$ cat src/rtl/mul_seq.sv
// rtl/mul_seq.sv - sequential 32x32 shift-add multiplier built on one 32-bit add
//
// add     : 32-bit adder, sum plus carry_out
//   a, b        in  32  operands
//   sum         out 32  a + b (low 32 bits)
//   carry_out   out 1   bit 32 of a + b
//
// mul_seq : 32 shift-add steps per operation, valid/ready on both sides
//   clk         in  1   rising-edge clock
//   rst_n       in  1   synchronous active-low reset
//   in_valid    in  1   operands a/b are valid
//   in_ready    out 1   block can accept operands (IDLE only)
//   a           in  32  multiplicand
//   b           in  32  multiplier
//   signed_mode in  1   two's-complement operands (only with MUL_SIGNED_EN)
//   out_valid   out 1   product valid (DONE)
//   out_ready   in  1   consumer takes product
//   product     out 64  result, zero outside DONE
//   busy        out 1   high in CALC or DONE
//
// Optional feature macro: MUL_SIGNED_EN adds signed_mode and sign correction.

module add (
   input  logic [31:0] a,
   input  logic [31:0] b,
   output logic [31:0] sum,
   output logic        carry_out
);
   assign {carry_out, sum} = {1'b0, a} + {1'b0, b};
endmodule

module mul_seq #(
   parameter int CNT_W = 6
) (
   input  logic        clk,
   input  logic        rst_n,
   input  logic        in_valid,
   output logic        in_ready,
   input  logic [31:0] a,
   input  logic [31:0] b,
`ifdef MUL_SIGNED_EN
   input  logic        signed_mode,
`endif
   output logic        out_valid,
   input  logic        out_ready,
   output logic [63:0] product,
   output logic        busy
);
   typedef enum logic [1:0] {IDLE, CALC, DONE} state_t;

   localparam logic [CNT_W-1:0] LAST_STEP = CNT_W'(31);

   state_t             state, state_nx;
   logic [31:0]        mcand, hi, lo;
   logic [CNT_W-1:0]   cnt;
   logic [31:0]        add_b, add_sum;
   logic               add_co;
   logic               accept;
   logic [31:0]        a_lat, b_lat;
   logic [63:0]        raw;

   // Single adder: partial high word plus multiplicand gated by the current multiplier bit.
   assign add_b = lo[0] ? mcand : 32'd0;

   add u_add (
      .a         (hi),
      .b         (add_b),
      .sum       (add_sum),
      .carry_out (add_co)
   );

   assign accept = in_valid && in_ready;
   assign raw    = {hi, lo};

`ifdef MUL_SIGNED_EN
   logic sign_flag;
   // Magnitudes are latched; -2^31 maps onto itself, which is its correct unsigned magnitude.
   assign a_lat = (signed_mode && a[31]) ? (~a + 32'd1) : a;
   assign b_lat = (signed_mode && b[31]) ? (~b + 32'd1) : b;
`else
   assign a_lat = a;
   assign b_lat = b;
`endif

   always_comb begin
      state_nx  = state;
      in_ready  = 1'b0;
      out_valid = 1'b0;
      busy      = 1'b0;
      product   = 64'd0;
      case (state)
         IDLE: begin
            in_ready = 1'b1;
            if (in_valid) state_nx = CALC;
         end
         CALC: begin
            busy = 1'b1;
            if (cnt == LAST_STEP) state_nx = DONE;
         end
         DONE: begin
            busy      = 1'b1;
            out_valid = 1'b1;
`ifdef MUL_SIGNED_EN
            product   = sign_flag ? (~raw + 64'd1) : raw;
`else
            product   = raw;
`endif
            if (out_ready) state_nx = IDLE;
         end
         default: state_nx = IDLE;
      endcase
   end

   always_ff @(posedge clk) begin
      if (!rst_n) begin
         state <= IDLE;
         mcand <= 32'd0;
         hi    <= 32'd0;
         lo    <= 32'd0;
         cnt   <= '0;
`ifdef MUL_SIGNED_EN
         sign_flag <= 1'b0;
`endif
      end else begin
         state <= state_nx;
         case (state)
            IDLE: begin
               if (accept) begin
                  mcand <= a_lat;
                  hi    <= 32'd0;
                  lo    <= b_lat;
                  cnt   <= '0;
`ifdef MUL_SIGNED_EN
                  sign_flag <= signed_mode & (a[31] ^ b[31]);
`endif
               end
            end
            CALC: begin
               // {hi,lo} <= {carry_out, sum, lo} >> 1; carry_out becomes the new hi MSB.
               hi  <= {add_co, add_sum[31:1]};
               lo  <= {add_sum[0], lo[31:1]};
               cnt <= cnt + CNT_W'(1);
            end
            default: ;
         endcase
      end
   end
endmodule

$ cat config.mk
export PLATFORM = sky130hd
export DESIGN_NAME = mul_seq
export DESIGN_NICKNAME = d
export VERILOG_FILES = /design/src/rtl/mul_seq.sv
export SDC_FILE = /design/constraint.sdc
export NUM_CORES = 1
export LEC_CHECK = 0
export CAP_MARGIN = 15
export CORE_MARGIN = 2
export CORE_UTILIZATION = 40
export DETAILED_ROUTE_END_ITERATION = 6
export PLACE_DENSITY = 0.72
export SLEW_MARGIN = 20
export SYNTH_ARGS = -nofsm -noshare
export SYNTH_HDL_FRONTEND = slang
export SYNTH_SLANG_ARGS = --single-unit
$ cat constraint.sdc
create_clock -name clk -period 3.05 [get_ports clk]
set_input_delay 0.61 -clock clk [delete_from_list [all_inputs] [get_ports clk]]
set_output_delay 0.61 -clock clk [all_outputs]
set_load 0.02 [all_outputs]
After elaboration in Yosys (flattened, before gate mapping)
Index checks and enable logic that the tools add are counted.

Output and inout port bits: 67. Register bits after elaboration: 104. Bits of input ports: 68. Word-level logic and storage cells: 36.

Mux-type cells: 15. Reduce and logical (&&, ||, !) cells: 7. Eq/ne operators: 7. Add/subtract/negate cells: 2.

Operator list (count): one-hot mux 32 bit (2 select lines) (2); 2-to-1 mux 32 bit (3); 2-to-1 mux 64 bit (1); adder 32 x 32 -> 33 bit (1); one-hot mux 6 bit (2 select lines) (1); != test 2 bit (second input constant) (4); adder 6 x 1 -> 6 bit (second input constant) (1); == test 6 x 5 -> 1 bit (second input constant) (1); 2-to-1 mux 2 bit (3); 2-to-1 mux 6 bit (1); one-hot mux 2 bit (3 select lines) (1); AND reduction 2 bit (2); 2-to-1 mux 1 bit (3); AND reduction 3 bit (1); == test 2 x 1 -> 1 bit (second input constant) (1); == test 2 bit (second input constant) (1); logical NOT 2 bit (1); nonzero test 2 bit (1); OR reduction 2 bit (1); logical AND 1 bit (1).

Longest topological paths before layout
Gate-level depths: netlist of run 1.

Word-level depth: 5. Gate-level depth with buffers: 12. Depth with buffers taken out: 11.

By module
A second synthesis of run 1 with hierarchy kept.

Cells, all modules: 781. Area, all modules: 6570.1 sq um.

By module, submodules not included: mul_seq (times used 1, cells an instance 550, seq. area each 2082.0 sq um, area each 4909.7 sq um); add (times used 1, cells an instance 231, seq. area each 0.0 sq um, area each 1660.3 sq um).

Least setup slack after synthesis of run 1
OpenSTA, ideal clock, no wires.

Path kind: register to register. Start point: reg lo[0]. End point: reg hi[29]. Path slack: 0.361 ns. Setup time: 0.064 ns. Data required time: 2.986 ns. Stages on the path, launching flop included: 13. Buffers on the path: 1. Clock period less this slack: 2.689 ns. Data arrival time: 2.625 ns. Cell sequence: dfxtp_1 > clkbuf_1 > and2_1 > ha_1 > inv_1 > fa_1 > nand2b_1 > a21oi_2 > o31ai_2 > a31oi_4 > o21ai_2 > or4_1 > nand4_1.

Cells in the longest elaborated chain, start to end: 3.

Ends and longest elaborated chain: start, declared (line 54) `logic [31:0] mcand, hi, lo;`; start signal, assigned (line 131) `lo <= b_lat;`; start signal, assigned (line 141) `lo <= {add_sum[0], lo[31:1]};`; 2-to-1 mux 32 bit (line 63) `assign add_b = lo[0] ? mcand : 32'd0;`; adder 32 x 32 -> 33 bit (line 29) `assign {carry_out, sum} = {1'b0, a} + {1'b0, b};`; one-hot mux 32 bit (2 select lines) (line 126) `case (state)`; end signal, assigned (line 140) `hi <= {add_co, add_sum[31:1]};`; end, declared (line 54).

No other way between the ends. A chain may end at the register's enable or synchronous reset.

Worst setup path in the final report of run 1
Start point: reg state[0]. End point: out product[32].

Cells in the longest elaborated chain, start to end: 2.

Ends and longest elaborated chain: start, declared (line 53) `state_t state, state_nx;`; start signal, assigned (line 125) `state <= state_nx;`; == test 2 bit (line 91) `case (state)`; 2-to-1 mux 64 bit (line 91); end, declared (line 46) `output logic [63:0] product,`.

No other way between the ends.

==> impl_metrics.tcl, run 1 <==
set metrics [dict create \
    mappedNetlistNets 909 \
    antenna_left 0 \
    setup_viol 0 \
    slowest_stage "sky130_fd_sc_hd__clkdlybuf4s50_1" \
    synth-main-ff-cell "sky130_fd_sc_hd__dfxtp_1" \
    critPathRequiredTime_ps 2440 \
    final-instance-count-excl-fill 1132 \
    ys_async_sr_fraction 0 \
    maxClockFrequency_mhz 366 \
    slew_headroom 0.512 \
    clock-root-buffer "sky130_fd_sc_hd__clkbuf_16" \
    critical_path_depth 5 \
    postCtsSetupRepairBufs 0 \
    routed_wire_length_per_instance_um 14.6 \
    switching_fraction_of_total_power 0.388 \
    hpwl_um 12200 \
    initial_core_utilization 0.410 \
    drt_pass1_iterations 4 \
    cts_inserted_buffers 9 \
    fin_tns_setup_ps 0 \
    detail_route.wirelength_um 16500 \
    synth_sequential_area_ratio 0.319 \
    final_cell_area_sq_um 8360 \
    layout.nets 1016 \
    drive_gt1_frac 0.0546 \
    cts.sinks 104 \
    synth-edff-count 0 \
    row_count 46 \
    cts.htree.levels 3 \
    net-switching-power_mw 1.99 \
    cts_tree "done" \
    area_growth_syn_to_layout_pct 28.0 \
    worstPathBufferInverterCount 3 \
    via_per_inst 5.11 \
    yosysTopAreaCellShare 0.319 \
    power.leakage_nw 3.56 \
    ys_top_cells_by_area "sky130_fd_sc_hd__dfxtp_1, sky130_fd_sc_hd__and2_1, sky130_fd_sc_hd__nand2_1, sky130_fd_sc_hd__ha_1, sky130_fd_sc_hd__mux2i_1" \
    layout.cells.most_common_list "sky130_fd_sc_hd__nand2_1, sky130_fd_sc_hd__clkdlybuf4s50_1, sky130_fd_sc_hd__dfxtp_1, sky130_fd_sc_hd__and2_1, sky130_fd_sc_hd__a21oi_1" \
    mostFrequentLayoutCell "sky130_fd_sc_hd__nand2_1" \
    hold_depth 2 \
    worst_setup_hold_path_clk_slew_ps 70 \
    number_of_antenna_violations_at_the_first_check_in_global_routing 0 \
    slew_violations 0 \
    synth_top_area_cell "sky130_fd_sc_hd__dfxtp_1" \
    dr.first_iter.drc_count 298 \
    synth_cell_types 61 \
    global_route_usage_sum 0.190 \
    synth.cell_area_sq_um 6530 \
    ys_seq_elements 104 \
    die_area_sq_um 17400 \
    critical_path_peak_fanout 39 \
    gp_congestion 0.894 \
    drc_errors 0 \
    clock_latency_ps 360 \
    antenna_cells_inserted 0 \
    numPlacedInstances 1116 \
    grt_max_degree 40 \
    port_buffers 134 \
    start_kind "flip-flop" \
    io-pin-count 135 \
    post_cts_hold_buffer_count 0 \
    tightestPinTransition_ps 727 \
    grt_first_pass_wirelength_um 27500 \
    slowest_delay_ps 620 \
    run_status "complete, no violations" \
    ir_drop_uv 445 \
    synth.avg_cell_area_sq_um 8.13 \
    ctsResizeCount 0 \
    hold_violations 0 \
    maxcap_violations 0 \
    post_synth_inst_count 804 \
    endpoint_arrival_time_on_the_critical_path_ps 2120 \
    final.setup_skew_ps 9.82 \
    grt-busiest-layer "met2" \
    combinational_power_share 0.419 \
    grt.met1_usage 0.241 \
    die-height_um 132 \
    critical_path_s_top_delay_family "buffers and inverters" \
    rsz0062_at_grt "false" \
    worst_r2r_path_depth 10 \
    clock_power_share 0.218 \
    utilization_after_layout 0.524 \
    finalWorstPathRequiredPeriod_ps 2730 \
    grt.overflow.total 0 \
    worstPathCellList "inv_1 > ha_2 > buf_4 > and2_1 > clkdlybuf4s50_1" \
    first_global_vias 5558 \
    clk_path_buf_depth 2 \
    synthesis.yosys.warnings 0 \
    path_class "reg -> out" \
    sequentialPowerShare 0.363 \
    min_path_type "reg -> reg" \
    grt.met2_usage 0.310 \
    post_dp_cell_area_sq_um 8080 \
    p_int_mw 3.15 \
    die_x_um 132 \
    num_vias 5786 \
    layout_worst_path_cycle_share 0.896 \
    placeableCoreArea_sq_um 15900 \
    globalRouteMet3Util 0.0719 \
    power.density_nw_per_um2 616 \
    cp-end-kind "output port" \
]
==> cell type report <==
type	instances	area [sq um]
tap	216	270
timing repair buffer	150	1480
sequential	104	2080
clock inverter	6	50.0
clock buffer	10	229
multi-input combinational	630	4190
fill	1533	7580
inverter	16	60.1
==> final timing paths <==
| check | from | to | slack [ps] |
|---|---|---|---|
| hold reg to reg | mcand[26]$_SDFFE_PN0P_ | mcand[26]$_SDFFE_PN0P_ | 460 |
| setup / recovery | state[0]$_SDFFE_PN0P_ | product[32] | 320 |
| hold / removal | mcand[26]$_SDFFE_PN0P_ | mcand[26]$_SDFFE_PN0P_ | 460 |
| setup reg to reg | lo[0]$_SDFFE_PN0P_ | hi[31]$_SDFFE_PN0P_ | 350 |
==> cells in the mapped netlist (16+ instances only) <==
cell type,instances
sky130_fd_sc_hd__o211a_1,33
sky130_fd_sc_hd__a21o_1,17
sky130_fd_sc_hd__inv_1,16
sky130_fd_sc_hd__nor2_1,20
sky130_fd_sc_hd__a21oi_1,40
sky130_fd_sc_hd__nor2b_1,17
sky130_fd_sc_hd__dfxtp_1,104
sky130_fd_sc_hd__mux2i_1,35
sky130_fd_sc_hd__ha_1,36
sky130_fd_sc_hd__clkbuf_1,47
sky130_fd_sc_hd__and2_1,98
sky130_fd_sc_hd__a21boi_0,33
sky130_fd_sc_hd__nand2_1,146
sky130_fd_sc_hd__o21ai_0,32
==> state kept, by name, summed over array words and instances, names as in the netlist <==
name / count
state: 2
cnt: 6
hi: 32
lo: 32
mcand: 32
==> worst reg2reg max path, delay by kind of cell (launching register included) <==
family / cells / cell delay (ps)
AOI/OAI and AO/OA: 6 / 1310
adders and majority gates: 1 / 290
and+or+nand+nor: 2 / 350
buffers and inverters: 1 / 250
DFF: 1 / 410
==> cells by family (layout without fill, tap and decap cells) <==
family / after synthesis / after routing / share of synthesized area
xor+xnor: 25 / 25 / 0.0335
fa+ha+maj: 37 / 37 / 0.0720
compound gates: 207 / 207 / 0.230
simple gates: 326 / 326 / 0.251
flops: 104 / 104 / 0.319
buf+inv: 70 / 182 / 0.0414
mux: 35 / 35 / 0.0536
==> power groups by stage <==
stage               clock network, mW  logic [mW]  registers (mW)
finish                           1.12        2.16            1.87
global placement                    0        2.14            1.89
CTS                              1.15        2.19            1.87
global route                     1.20        2.39            1.91
floorplan                           0        1.50            1.83
detailed placement                  0        2.18            1.90
==> layer usage <==
metal / part of all wire / wire length (um)
met1: 0.47 / 7720
met2: 0.45 / 7410
met3: 0.075 / 1240
met4: 0.0062 / 102
met5: 0 / 0
==> per-stage QoR <==
| stage | setup slack [ps] | total power [mW] | hold WS (ps) |
|---|---|---|---|
| global route | 118 | 5.49 | 490 |
| global placement | 458 | 4.03 | 451 |
| finish | 317 | 5.15 | 460 |
| detailed placement | 396 | 4.07 | 455 |
| floorplan | 361 | 3.32 | 439 |
| CTS | 288 | 5.20 | 464 |
Note: power is estimated with default switching activity, not from simulation.
==> run 2: changes to the inputs <==
Settings changed: CAP_MARGIN 15 to 20, SLEW_MARGIN 20 to 30.
==> results of run 2 <==
No change in the layout: final DEF, timing and power equal those of run 1.
